File: config.mk
export PLATFORM = sky130hd
export DESIGN_NAME = out_port_alloc_flat
export DESIGN_NICKNAME = d
export VERILOG_FILES = /design/src/rtl/out_port_alloc_pkg.sv /design/src/rtl/out_port_alloc_if.sv /design/src/rtl/out_port_alloc_rr_arb.sv /design/src/rtl/out_port_alloc.sv /design/src/flat_wrapper.sv
export SDC_FILE = /design/constraint.sdc
export NUM_CORES = 1
export LEC_CHECK = 0
export ABC_CLOCK_PERIOD_IN_PS = 16400
export BUFFER_PORTS_ARGS = -buffer_cell sky130_fd_sc_hd__buf_2
export CAP_MARGIN = 20
export CORE_MARGIN = 1
export CORE_UTILIZATION = 52
export CTS_CLUSTER_SIZE = 40
export DETAILED_ROUTE_END_ITERATION = 7
export PLACE_DENSITY_LB_ADDON = 0.08
export SLEW_MARGIN = 30
export SYNTH_ARGS = -nofsm -noshare
export SYNTH_HDL_FRONTEND = slang
export SYNTH_SLANG_ARGS = --single-unit
File: constraint.sdc
create_clock -name clk -period 16.4 [get_ports clk]
set_clock_uncertainty 0.2 [all_clocks]
set_input_delay 4.92 -clock clk [delete_from_list [all_inputs] [get_ports clk]]
set_output_delay 4.92 -clock clk [all_outputs]
set_load 0.05 [all_outputs]
File: src/rtl/out_port_alloc_pkg.sv
// rtl/out_port_alloc_pkg.sv - shared constants for the output-port allocator
package out_port_alloc_pkg;
   typedef enum logic {S_IDLE = 1'b0, S_LOCKED = 1'b1} state_t;
   localparam int DEF_CREDITS = 4;
   localparam int CREDIT_W    = 4;
endpackage

File: src/rtl/out_port_alloc_if.sv
// rtl/out_port_alloc_if.sv - request/grant/credit bundle between input controllers and one allocator
interface out_port_alloc_if #(
   parameter int NPORT = 5,
   parameter int PORTW = 3
);
   import out_port_alloc_pkg::*;

   logic [NPORT-1:0]       req;
   logic [NPORT*PORTW-1:0] dest;
   logic [NPORT-1:0]       fwdab;
   logic [NPORT-1:0]       tail;
   logic                   credit_in;
   logic [NPORT-1:0]       grt;
   logic [NPORT-1:0]       sel;
   logic [CREDIT_W-1:0]    credit_cnt;
   logic                   busy;
   logic                   wdog_err;

   modport master (
      output req, dest, fwdab, tail, credit_in,
      input  grt, sel, credit_cnt, busy, wdog_err
   );
   modport slave (
      input  req, dest, fwdab, tail, credit_in,
      output grt, sel, credit_cnt, busy, wdog_err
   );
endinterface

File: src/rtl/out_port_alloc_rr_arb.sv
// rtl/out_port_alloc_rr_arb.sv - combinational round-robin pick; the pointer lives in the parent
module rr_arb #(
   parameter int NPORT = 5,
   parameter int PTRW  = 3
) (
   input  logic [NPORT-1:0] elig,
   input  logic [PTRW-1:0]  ptr,
   output logic [NPORT-1:0] grt,
   output logic [PTRW-1:0]  win
);
   logic [PTRW:0]   sum;
   logic [PTRW-1:0] idx;
   logic            found;

   always_comb begin
      grt   = '0;
      win   = '0;
      found = 1'b0;
      sum   = '0;
      idx   = '0;
      for (int k = 0; k < NPORT; k++) begin
         sum = {1'b0, ptr} + (PTRW+1)'(k);
         if (sum >= (PTRW+1)'(NPORT))
            sum = sum - (PTRW+1)'(NPORT);
         idx = sum[PTRW-1:0];
         if (!found && elig[idx]) begin
            found    = 1'b1;
            grt[idx] = 1'b1;
            win      = idx;
         end
      end
   end
endmodule

File: src/rtl/out_port_alloc.sv
// rtl/out_port_alloc.sv - per-output wormhole allocator with credit gating
// Optional stall watchdog: OALLOC_WATCHDOG_EN
module out_port_alloc
   import out_port_alloc_pkg::*;
#(
   parameter int NPORT    = 5,
   parameter int PORTW    = 3,
   parameter int PORTID   = 0,
   parameter int CREDITS  = DEF_CREDITS,
   parameter int WDOG_CYC = 64
) (
   input logic             clk,
   input logic             rst_,
   out_port_alloc_if.slave bus
);
   localparam int PTRW = (NPORT > 1) ? $clog2(NPORT) : 1;

   if (NPORT < 2 || NPORT > 16 || CREDITS < 1 || CREDITS > 15 || WDOG_CYC < 1) begin : g_bad_cfg
      $error("out_port_alloc: parameter out of range");
   end

   state_t              state, state_nxt;
   logic [NPORT-1:0]    elig, arb_grt, grt, sel_q;
   logic [PTRW-1:0]     rr_ptr, arb_win;
   logic [CREDIT_W-1:0] credit_q;
   logic                busy_q, credit_ok, xfer, win_tail, wdog_fire;

   always_comb begin
      elig = '0;
      for (int i = 0; i < NPORT; i++)
         elig[i] = bus.req[i] & (bus.fwdab[i] | (bus.dest[i*PORTW +: PORTW] == PORTW'(PORTID)));
   end

   rr_arb #(.NPORT(NPORT), .PTRW(PTRW)) u_arb (
      .elig (elig),
      .ptr  (rr_ptr),
      .grt  (arb_grt),
      .win  (arb_win)
   );

   assign credit_ok = (credit_q != '0);
   assign xfer      = |grt;
   assign win_tail  = |(grt & bus.tail);

   always_ff @(posedge clk) begin
      if (!rst_) state <= S_IDLE;
      else       state <= state_nxt;
   end

   always_comb begin
      state_nxt = state;
      case (state)
         S_IDLE:   if (xfer && !win_tail) state_nxt = S_LOCKED;
         S_LOCKED: if ((xfer && win_tail) || wdog_fire) state_nxt = S_IDLE;
         default:  state_nxt = S_IDLE;
      endcase
   end

   // Once locked only the owner may move; a dropped owner req is a bubble, not a release
   always_comb begin
      grt = '0;
      if (rst_) begin
         if (state == S_IDLE) begin
            if (credit_ok) grt = arb_grt;
         end else begin
            grt = sel_q & bus.req & {NPORT{credit_ok}};
         end
      end
   end

   always_ff @(posedge clk) begin
      if (!rst_) begin
         sel_q    <= '0;
         busy_q   <= 1'b0;
         rr_ptr   <= '0;
         credit_q <= CREDIT_W'(CREDITS);
      end else begin
         busy_q <= (state_nxt == S_LOCKED);
         sel_q  <= (state_nxt == S_LOCKED) ? ((state == S_IDLE) ? grt : sel_q) : '0;
         if (state == S_IDLE && xfer)
            rr_ptr <= (arb_win == PTRW'(NPORT-1)) ? '0 : arb_win + 1'b1;
         case ({xfer, bus.credit_in})
            2'b10:   if (credit_q != '0) credit_q <= credit_q - 1'b1;
            2'b01:   if (credit_q != CREDIT_W'(CREDITS)) credit_q <= credit_q + 1'b1;
            default: credit_q <= credit_q;
         endcase
      end
   end

   // Downstream must never return a credit it was not owed
   always_ff @(posedge clk) begin
      if (rst_)
         assert (!(bus.credit_in && !xfer && credit_q == CREDIT_W'(CREDITS)));
   end

`ifdef OALLOC_WATCHDOG_EN
   localparam int WDW = $clog2(WDOG_CYC + 1);
   logic [WDW-1:0] wdog_cnt;
   logic           wdog_err_q;

   assign wdog_fire = (state == S_LOCKED) && !xfer && (wdog_cnt == WDW'(WDOG_CYC - 1));

   always_ff @(posedge clk) begin
      if (!rst_) begin
         wdog_cnt   <= '0;
         wdog_err_q <= 1'b0;
      end else begin
         wdog_err_q <= wdog_fire;
         if (state != S_LOCKED || xfer || wdog_fire) wdog_cnt <= '0;
         else                                        wdog_cnt <= wdog_cnt + 1'b1;
      end
   end
   assign bus.wdog_err = wdog_err_q;
`else
   assign wdog_fire    = 1'b0;
   assign bus.wdog_err = 1'b0;
`endif

   assign bus.grt        = grt;
   assign bus.sel        = sel_q;
   assign bus.busy       = busy_q;
   assign bus.credit_cnt = credit_q;
endmodule
File: src/flat_wrapper.sv
// flat-port wrapper written by rule: the top's interface ports become plain ports
module out_port_alloc_flat import out_port_alloc_pkg::*;
#(
   parameter int NPORT    = 5,
   parameter int PORTW    = 3,
   parameter int PORTID   = 0,
   parameter int CREDITS  = DEF_CREDITS,
   parameter int WDOG_CYC = 64
)
  (clk, rst_, bus_req, bus_dest, bus_fwdab, bus_tail, bus_credit_in, bus_grt, bus_sel, bus_credit_cnt, bus_busy, bus_wdog_err);
  out_port_alloc_if #(.NPORT(NPORT), .PORTW(PORTW)) bus_i ();
  input logic clk;
  input logic rst_;
  input wire logic [$bits(bus_i.req)-1:0] bus_req;
  input wire logic [$bits(bus_i.dest)-1:0] bus_dest;
  input wire logic [$bits(bus_i.fwdab)-1:0] bus_fwdab;
  input wire logic [$bits(bus_i.tail)-1:0] bus_tail;
  input wire logic [$bits(bus_i.credit_in)-1:0] bus_credit_in;
  output wire logic [$bits(bus_i.grt)-1:0] bus_grt;
  output wire logic [$bits(bus_i.sel)-1:0] bus_sel;
  output wire logic [$bits(bus_i.credit_cnt)-1:0] bus_credit_cnt;
  output wire logic [$bits(bus_i.busy)-1:0] bus_busy;
  output wire logic [$bits(bus_i.wdog_err)-1:0] bus_wdog_err;
  assign bus_i.req = bus_req;
  assign bus_i.dest = bus_dest;
  assign bus_i.fwdab = bus_fwdab;
  assign bus_i.tail = bus_tail;
  assign bus_i.credit_in = bus_credit_in;
  assign bus_grt = bus_i.grt;
  assign bus_sel = bus_i.sel;
  assign bus_credit_cnt = bus_i.credit_cnt;
  assign bus_busy = bus_i.busy;
  assign bus_wdog_err = bus_i.wdog_err;
  out_port_alloc #(.NPORT(NPORT), .PORTW(PORTW), .PORTID(PORTID), .CREDITS(CREDITS), .WDOG_CYC(WDOG_CYC)) u_core (.clk(clk), .rst_(rst_), .bus(bus_i));
endmodule
==> results by group, run 1 <==
Floorplanning
  – Initial Util: a little under three fifths
  – DIE HEIGHT: just under 70 um
  – CORE AREA: around 0.0041 mm2
  – Rows: 23
  – Ports: just under 50
  – Full die area: 0.004754 mm2
  – DIE WIDTH: around 69 um

Placement
  – Final GP Congestion: about 0.94
  – Placed Area: approximately 0.0026 mm2
  – DP HPWL: 5.347 mm
  – Placed cells: approximately 390
  – PortBufs: 47
  – Setup WS pre-CTS: about 3.5 ns

Synthesis
  – Async set-reset flop share out of synthesis: 0%
  – Yosys synthesis warning count: 0
  – Commonest cells in the netlist: nand2_1 (24), nor2_1 (24), a21oi_1 (20), nor3_1 (17)
  – Synth Area in XOR/XNOR: under 10%
  – Most common flop cell mapped by yosys: dfxtp_1
  – Post-Synthesis Cells: 304
  – Post-Synth Adder-Cell Area: just over 8%
  – Mapped cell area: approximately 0.0023 mm2
  – Post-Syn Nets: 351
  – Cell type with the largest total area after synthesis: dfxtp_1
  – Main combinational cell family by area after synthesis: compound AO/OA/AOI/OAI gates
  – Post-synth top area share: between 10% and 20%
  – Synth Area in Simple Gates: 24.91%
  – Syn avg cell area: ~7.7 um2
  – Yosys cell types: 76
  – Sequential area share after synthesis: between 10% and 20%
  – EDFF count, synth: 0
  – Synthesized flop and latch total: 13
  – Synth Area in Compound Gates: ~41%
  – Multiplexer share of the synthesized area: 9.393%
  – Synth top area cells: dfxtp_1 (11%), ha_1 (6.4%), mux2i_1 (5.6%)

Critical path
  – Critical path capture point type: output port
  – Most frequent CP cell: buf_2
  – R2R Path Start: u_core.rr_ptr[0]
  – R2R cell count: 18
  – Slowest Stage Delay on Critical Path: 0.55 ns
  – Crit-path slowest cell: o21ai_1
  – Crit path kind: in2out
  – Critical Path Start Type: input pin
  – Worst R2R Setup Slack: 10.03 ns
  – Crit-path max FO: 7
  – Worst EP required: 11.28 ns
  – Critical path cell sequence: buf_2 -> nor3_1 -> o21ai_1 -> mux2i_1 -> a221oi_2 -> o21ai_4 -> nor4_1 -> nand2b_1 -> a41oi_4 -> buf_2
  – Critical path arrival: around 7.9 ns
  – Worst R2R End: u_core.bus.credit_cnt[3]

Cells and area
  – Core Util, Final: between 60% and 70%
  – Fillers: about 400
  – Synth-to-Final Area Change: 13.20%
  – Post-route design area: approximately 0.0026 mm2
  – Layout Cells excl Fill: slightly below 400
  – Final net count: 393
  – N_diodes: 0
  – Share of layout cells above drive strength 1: between 20 and 25%

Global routing
  – First-pass GRT wire length: ~10 mm
  – Vias in the first global route: roughly 2100
  – All-Layer GR Usage: just under 30%
  – Total grt overflow: 0
  – Largest net degree at the start of global routing: 35
  – Initial antenna violation count: 0

Clocking
  – Post-cts sizing count: 0
  – Clock Path Buffers: 2
  – Reg clk slew, reported paths: about 0.06 ns
  – Clk_lat worst skew: 0.24 ns
  – CTS Buf Count: 3
  – CTS Sinks: 13
  – Clock root buffer: clkbuf_8
  – # hold bufs at CTS: 0
  – Post-CTS setup buffer count: 0
  – H-tree lvl count: 1
  – TritonCTS clock tree: yes

Timing
  – Tightest Pin Transition: roughly 0.8 ns
  – Final Hold Fails: 0
  – Final worst-path cycle share: about four fifths
  – Setup_tns: 0 ns
  – Slack of the critical path: 3.409 ns
  – Slew Limit Fails: 0
  – Relative slew slack: 44.80%
  – Unrepaired setup endpoints after global routing: false
  – Final setup vio count: 0
  – F_max: 76.98 MHz
  – WHS: between 0.2 and 0.3 ns
  – Period minus WS final: approximately 13 ns

Routing
  – Via/cell ratio: about 6.6
  – Total Wirelength: 6.888 mm
  – Drt first pass iters: 5
  – ANT nets after route: 0
  – Residual DRC: 0
  – First-iteration detailed-routing DRC count: between 200 and 250
  – WL/cell: between 15 and 20 um
  – DR vias: roughly 2600

Power
  – Internal power: approximately 230 uW
  – Total power: between 500 and 600 uW
  – Worst vdd ir: about 100 uV
  – NetSw: roughly 320 uW
  – Clock Power Share: under 10%
  – Combinational fraction of design power: between 80 and 90%
  – Cell area power density: about 210 mW/mm2
  – Lkg Pwr: between 1 and 1.5 nW
  – Sequential share of power: 10.7%
  – Switching portion of total power: between 50 and 60%

Worst hold path
  – Worst min-delay path class: reg2reg
  – Hold Path Origin: u_core.bus.sel[1]
  – WHS Endpoint: u_core.bus.sel[1]
  – Hold depth: 2

Status
  – Status: complete, no violations

Job
  – Number of max-cap violations: 0
## critical path, delay by kind of cell
kind                   cells  cell delay, ns
AOI/OAI and AO/OA          4            1.50
and+or+nand+nor            3            0.74
buffers and inverters      2            0.40
muxes                      1            0.29
## power by group through the flow
stage / Clock, mW / Combinational (mW) / Sequential (mW)
after global placement: 0 / 0.451 / 0.0583
after global routing: 0.0304 / 0.508 / 0.0610
after detailed placement: 0 / 0.455 / 0.0596
after floorplan: 0 / 0.349 / 0.0739
final: 0.0286 / 0.466 / 0.0591
after CTS: 0.0291 / 0.459 / 0.0587
## per-layer routing
layer	vias up	track usage, %	share of wire, %
met2	132	46.48	46
met4	0	5.102	1.5
met3	17	4.934	7.3
met1	1177	42.20	45
li1	1263	-	-
met5	-	0	0
## registers in the layout, summed over array words and instances (netlist names)
signal                 flops
u_core.bus.sel             5
u_core.bus.busy            1
u_core.bus.credit_cnt      4
u_core.rr_ptr              3
## cell families (layout without fill, tap and decap cells)
| family | Yosys count | in the layout |
|---|---|---|
| fa+ha+maj | 14 | 14 |
| buf+inv | 23 | 64 |
| xor+xnor | 3 | 3 |
| compound gates | 120 | 120 |
| other cells | 1 | 1 |
| mux | 19 | 19 |
| simple gates | 111 | 111 |
| flops | 13 | 13 |
## how the worst max path moves through the flow
stage / slack (ns) / depth (start not counted) / endpoint / start
floorplan: 3.95 / 8 / bus_grt[2] / bus_dest[7]
global placement: 3.54 / 10 / bus_grt[1] / bus_dest[10]
detailed placement: 3.50 / 10 / bus_grt[4] / bus_dest[13]
CTS: 3.48 / 10 / bus_grt[1] / bus_dest[13]
global route: 3.31 / 10 / bus_grt[4] / bus_dest[13]
finish: 3.41 / 10 / bus_grt[1] / bus_dest[10]
## placed cells by master, fill, tap and decap left out, types with 5 or more instances in the layout
master     n
a21oi_1   20
nand2_1   24
nor2b_1    6
nand3_1    5
nor2_1    24
dfxtp_1   13
nor3_1    17
o211ai_1   5
inv_1      9
buf_2     47
nand2b_1  12
o21ai_0   12
a211oi_1   7
mux2i_1   13
ha_1      12
a21o_1    10
o21a_1    10
## layout make-up
type | count | area [um2] | share of cell area [%]
clock buffers | 3 | 41.29 | 1.565
clock inverters | 1 | 5.005 | 0.1897
inverters | 11 | 41.29 | 1.565
multi-input cells | 268 | 1978 | 74.96
flip-flops and latches | 13 | 260.3 | 9.863
well taps | 50 | 62.56 | 2.371
repair buffers | 49 | 250.2 | 9.483
Note: power is estimated with default switching activity, not from simulation.
==> run 2, diff against run 1 <==
--- a/config.mk
+++ b/config.mk
@@ -5,11 +5,11 @@
 export SDC_FILE = /design/constraint.sdc
 export NUM_CORES = 1
 export LEC_CHECK = 0
-export ABC_CLOCK_PERIOD_IN_PS = 16400
+export ABC_CLOCK_PERIOD_IN_PS = 10850
 export BUFFER_PORTS_ARGS = -buffer_cell sky130_fd_sc_hd__buf_2
 export CAP_MARGIN = 20
 export CORE_MARGIN = 1
-export CORE_UTILIZATION = 52
+export CORE_UTILIZATION = 51
 export CTS_CLUSTER_SIZE = 40
 export DETAILED_ROUTE_END_ITERATION = 7
 export PLACE_DENSITY_LB_ADDON = 0.08
==> constraint.sdc (replaced) <==
create_clock -name clk -period 10.85 [get_ports clk]
set_clock_uncertainty 0.2 [all_clocks]
set_input_delay 3.255 -clock clk [delete_from_list [all_inputs] [get_ports clk]]
set_output_delay 3.255 -clock clk [all_outputs]
set_load 0.05 [all_outputs]
==> results by group, run 2 (synthesis gave the netlist of run 1 again) <==
Floorplanning
  – Rows: 24
  – Full die area: 0.004845 mm2
  – DIE WIDTH: between 60 and 70 um
  – Initial Util: a little over half
  – DIE HEIGHT: around 70 um
  – Ports: around 50
  – CORE AREA: approximately 0.0044 mm2

Cells and area
  – Layout Cells excl Fill: slightly below 400
  – Most common cell after layout, fill and taps aside: buf_2
  – Final net count: 392
  – Synth-to-Final Area Change: 12.94%
  – N_diodes: 0
  – Max FFs per register: 5
  – Commonest cells after routing, fill and taps aside: buf_2 (47), nor2_1 (24), nand2_1 (24)
  – Share of layout cells above drive strength 1: 22.09%

Power
  – Worst vdd ir: 146.4 uV
  – Lkg Pwr: approximately 1.1 nW
  – Cell area power density: 313.3 mW/mm2

Critical path
  – Crit-path leading delay family: compound AO/OA/AOI/OAI gates
  – Crit-path slowest cell: o21ai_0
  – Critical path cell sequence: buf_2 -> nor3_1 -> o21ai_0 -> a21oi_1 -> a211oi_1 -> o21ai_2 -> o311ai_1 -> or4bb_1 -> o21ai_2 -> buf_2
  – Critical Path Start Type: input pin
  – Worst EP required: roughly 7.4 ns
  – Worst Path Buf+Inv: 2
  – Critical path arrival: around 6.3 ns
  – Crit-path max FO: 7
  – Slowest Stage Delay on Critical Path: 0.74 ns
  – Critical path capture point type: output port
  – Crit path kind: in2out

Timing
  – Slew Limit Fails: 0
  – Unrepaired setup endpoints after global routing: false
  – Final setup vio count: 0
  – Final Hold Fails: 0
  – WHS: about 0.29 ns
  – Setup_tns: 0 ns
  – F_max: 102.4 MHz
  – Tightest Pin Transition: between 0.9 and 1 ns
  – Relative slew slack: approximately 36%
  – Final worst-path cycle share: about nine tenths
  – Slack of the critical path: roughly 1.1 ns
  – Period minus WS final: around 9.8 ns

Job
  – Number of max-cap violations: 0

Routing
  – DR vias: between 2000 and 3000
  – WL/cell: between 15 and 20 um
  – Via/cell ratio: roughly 6.4
  – First-iteration detailed-routing DRC count: around 260
  – Drt first pass iters: 5
  – Total Wirelength: 6.432 mm
  – Residual DRC: 0
  – ANT nets after route: 0

Clocking
  – CTS Sinks: 13
  – Post-CTS setup buffer count: 0
  – Clock root buffer: clkbuf_8
  – Reg clk slew, reported paths: around 0.060 ns
  – TritonCTS clock tree: yes
  – Clk_lat worst skew: 0.25 ns
  – H-tree lvl count: 1
  – # hold bufs at CTS: 0
  – Post-cts sizing count: 0
  – Clock Path Buffers: 2
  – CTS Buf Count: 3

Global routing
  – First-pass GRT wire length: about 11 mm
  – Vias in the first global route: ~2200
  – Met3 usage: between 4 and 5%
  – Total grt overflow: 0
  – Initial antenna violation count: 0
  – Grt met2 use: 40.35%
  – Grt peak-use layer: met2
  – GRT met1 Usage: 39.07%
  – All-Layer GR Usage: around a quarter
  – Largest net degree at the start of global routing: 35

Placement
  – DP HPWL: between 5 and 6 mm
  – Placed cells: ~390
  – PortBufs: 47
  – Final GP Congestion: around 1
  – Setup WS pre-CTS: around 1.1 ns

Worst hold path
  – Worst min-delay path class: reg2reg

Status
  – Status: complete, no violations
run 2: cell types whose count changed in the layout (fill, tap and decap cells not counted):
cell | previous run | this run
buf_4 | 2 | 1
clkinv_2 | 1 | 0
clkbuf_1 | 0 | 1
run 2: worst paths after layout:
kind                startpoint                  endpoint  slack, ns  cells past startpoint
max reg2reg   u_core.rr_ptr[0]  u_core.bus.credit_cnt[3]       4.54                     19
min reg2reg  u_core.bus.sel[0]         u_core.bus.sel[0]       0.29                      2
min          u_core.bus.sel[0]         u_core.bus.sel[0]       0.29                      2
max               bus_dest[13]                bus_grt[4]       1.09                     10
run 2: metal layers:
| metal | share of wire, % | wire length [um] |
|---|---|---|
| met3 | 6.4 | 412 |
| met1 | 48 | 3112 |
| met2 | 44 | 2807 |
| met4 | 1.6 | 100 |
| met5 | 0 | 0 |
run 2: final cells by class:
class | instances | area [um2]
flip-flops and latches | 13 | 260.3
repair buffers | 48 | 242.7
inverters | 11 | 41.29
clock buffers | 4 | 45.04
fillers | 421 | 1752
well taps | 52 | 65.06
multi-input cells | 268 | 1978
run 2: power breakdown:
part	leakage (nW)	internal (mW)	total, mW	switching [mW]
clock network	0.0228	0.0260	0.0439	0.0180
registers	0.106	0.0619	0.0889	0.0270
logic	0.969	0.263	0.692	0.429
total	1.10	0.351	0.825	0.474
run 2: worst min-delay path, delay by kind of cell (launching register included):
family,cells,cell delay (ns)
AO/OA/AOI/OAI,1,0.06
flip-flops,1,0.32
AND/OR/NAND/NOR,1,0.05
run 2: per-stage QoR:
stage | power (mW) | cell area [um2] | utilization [%]
floorplan | 0.6399 | 2331 | -
global placement | 0.7693 | 2580 | 58.85
detailed placement | 0.7672 | 2580 | 58.85
CTS | 0.8161 | 2625 | 59.87
global route | 0.8966 | 2633 | 60.05
finish | 0.8249 | 2633 | 60.05
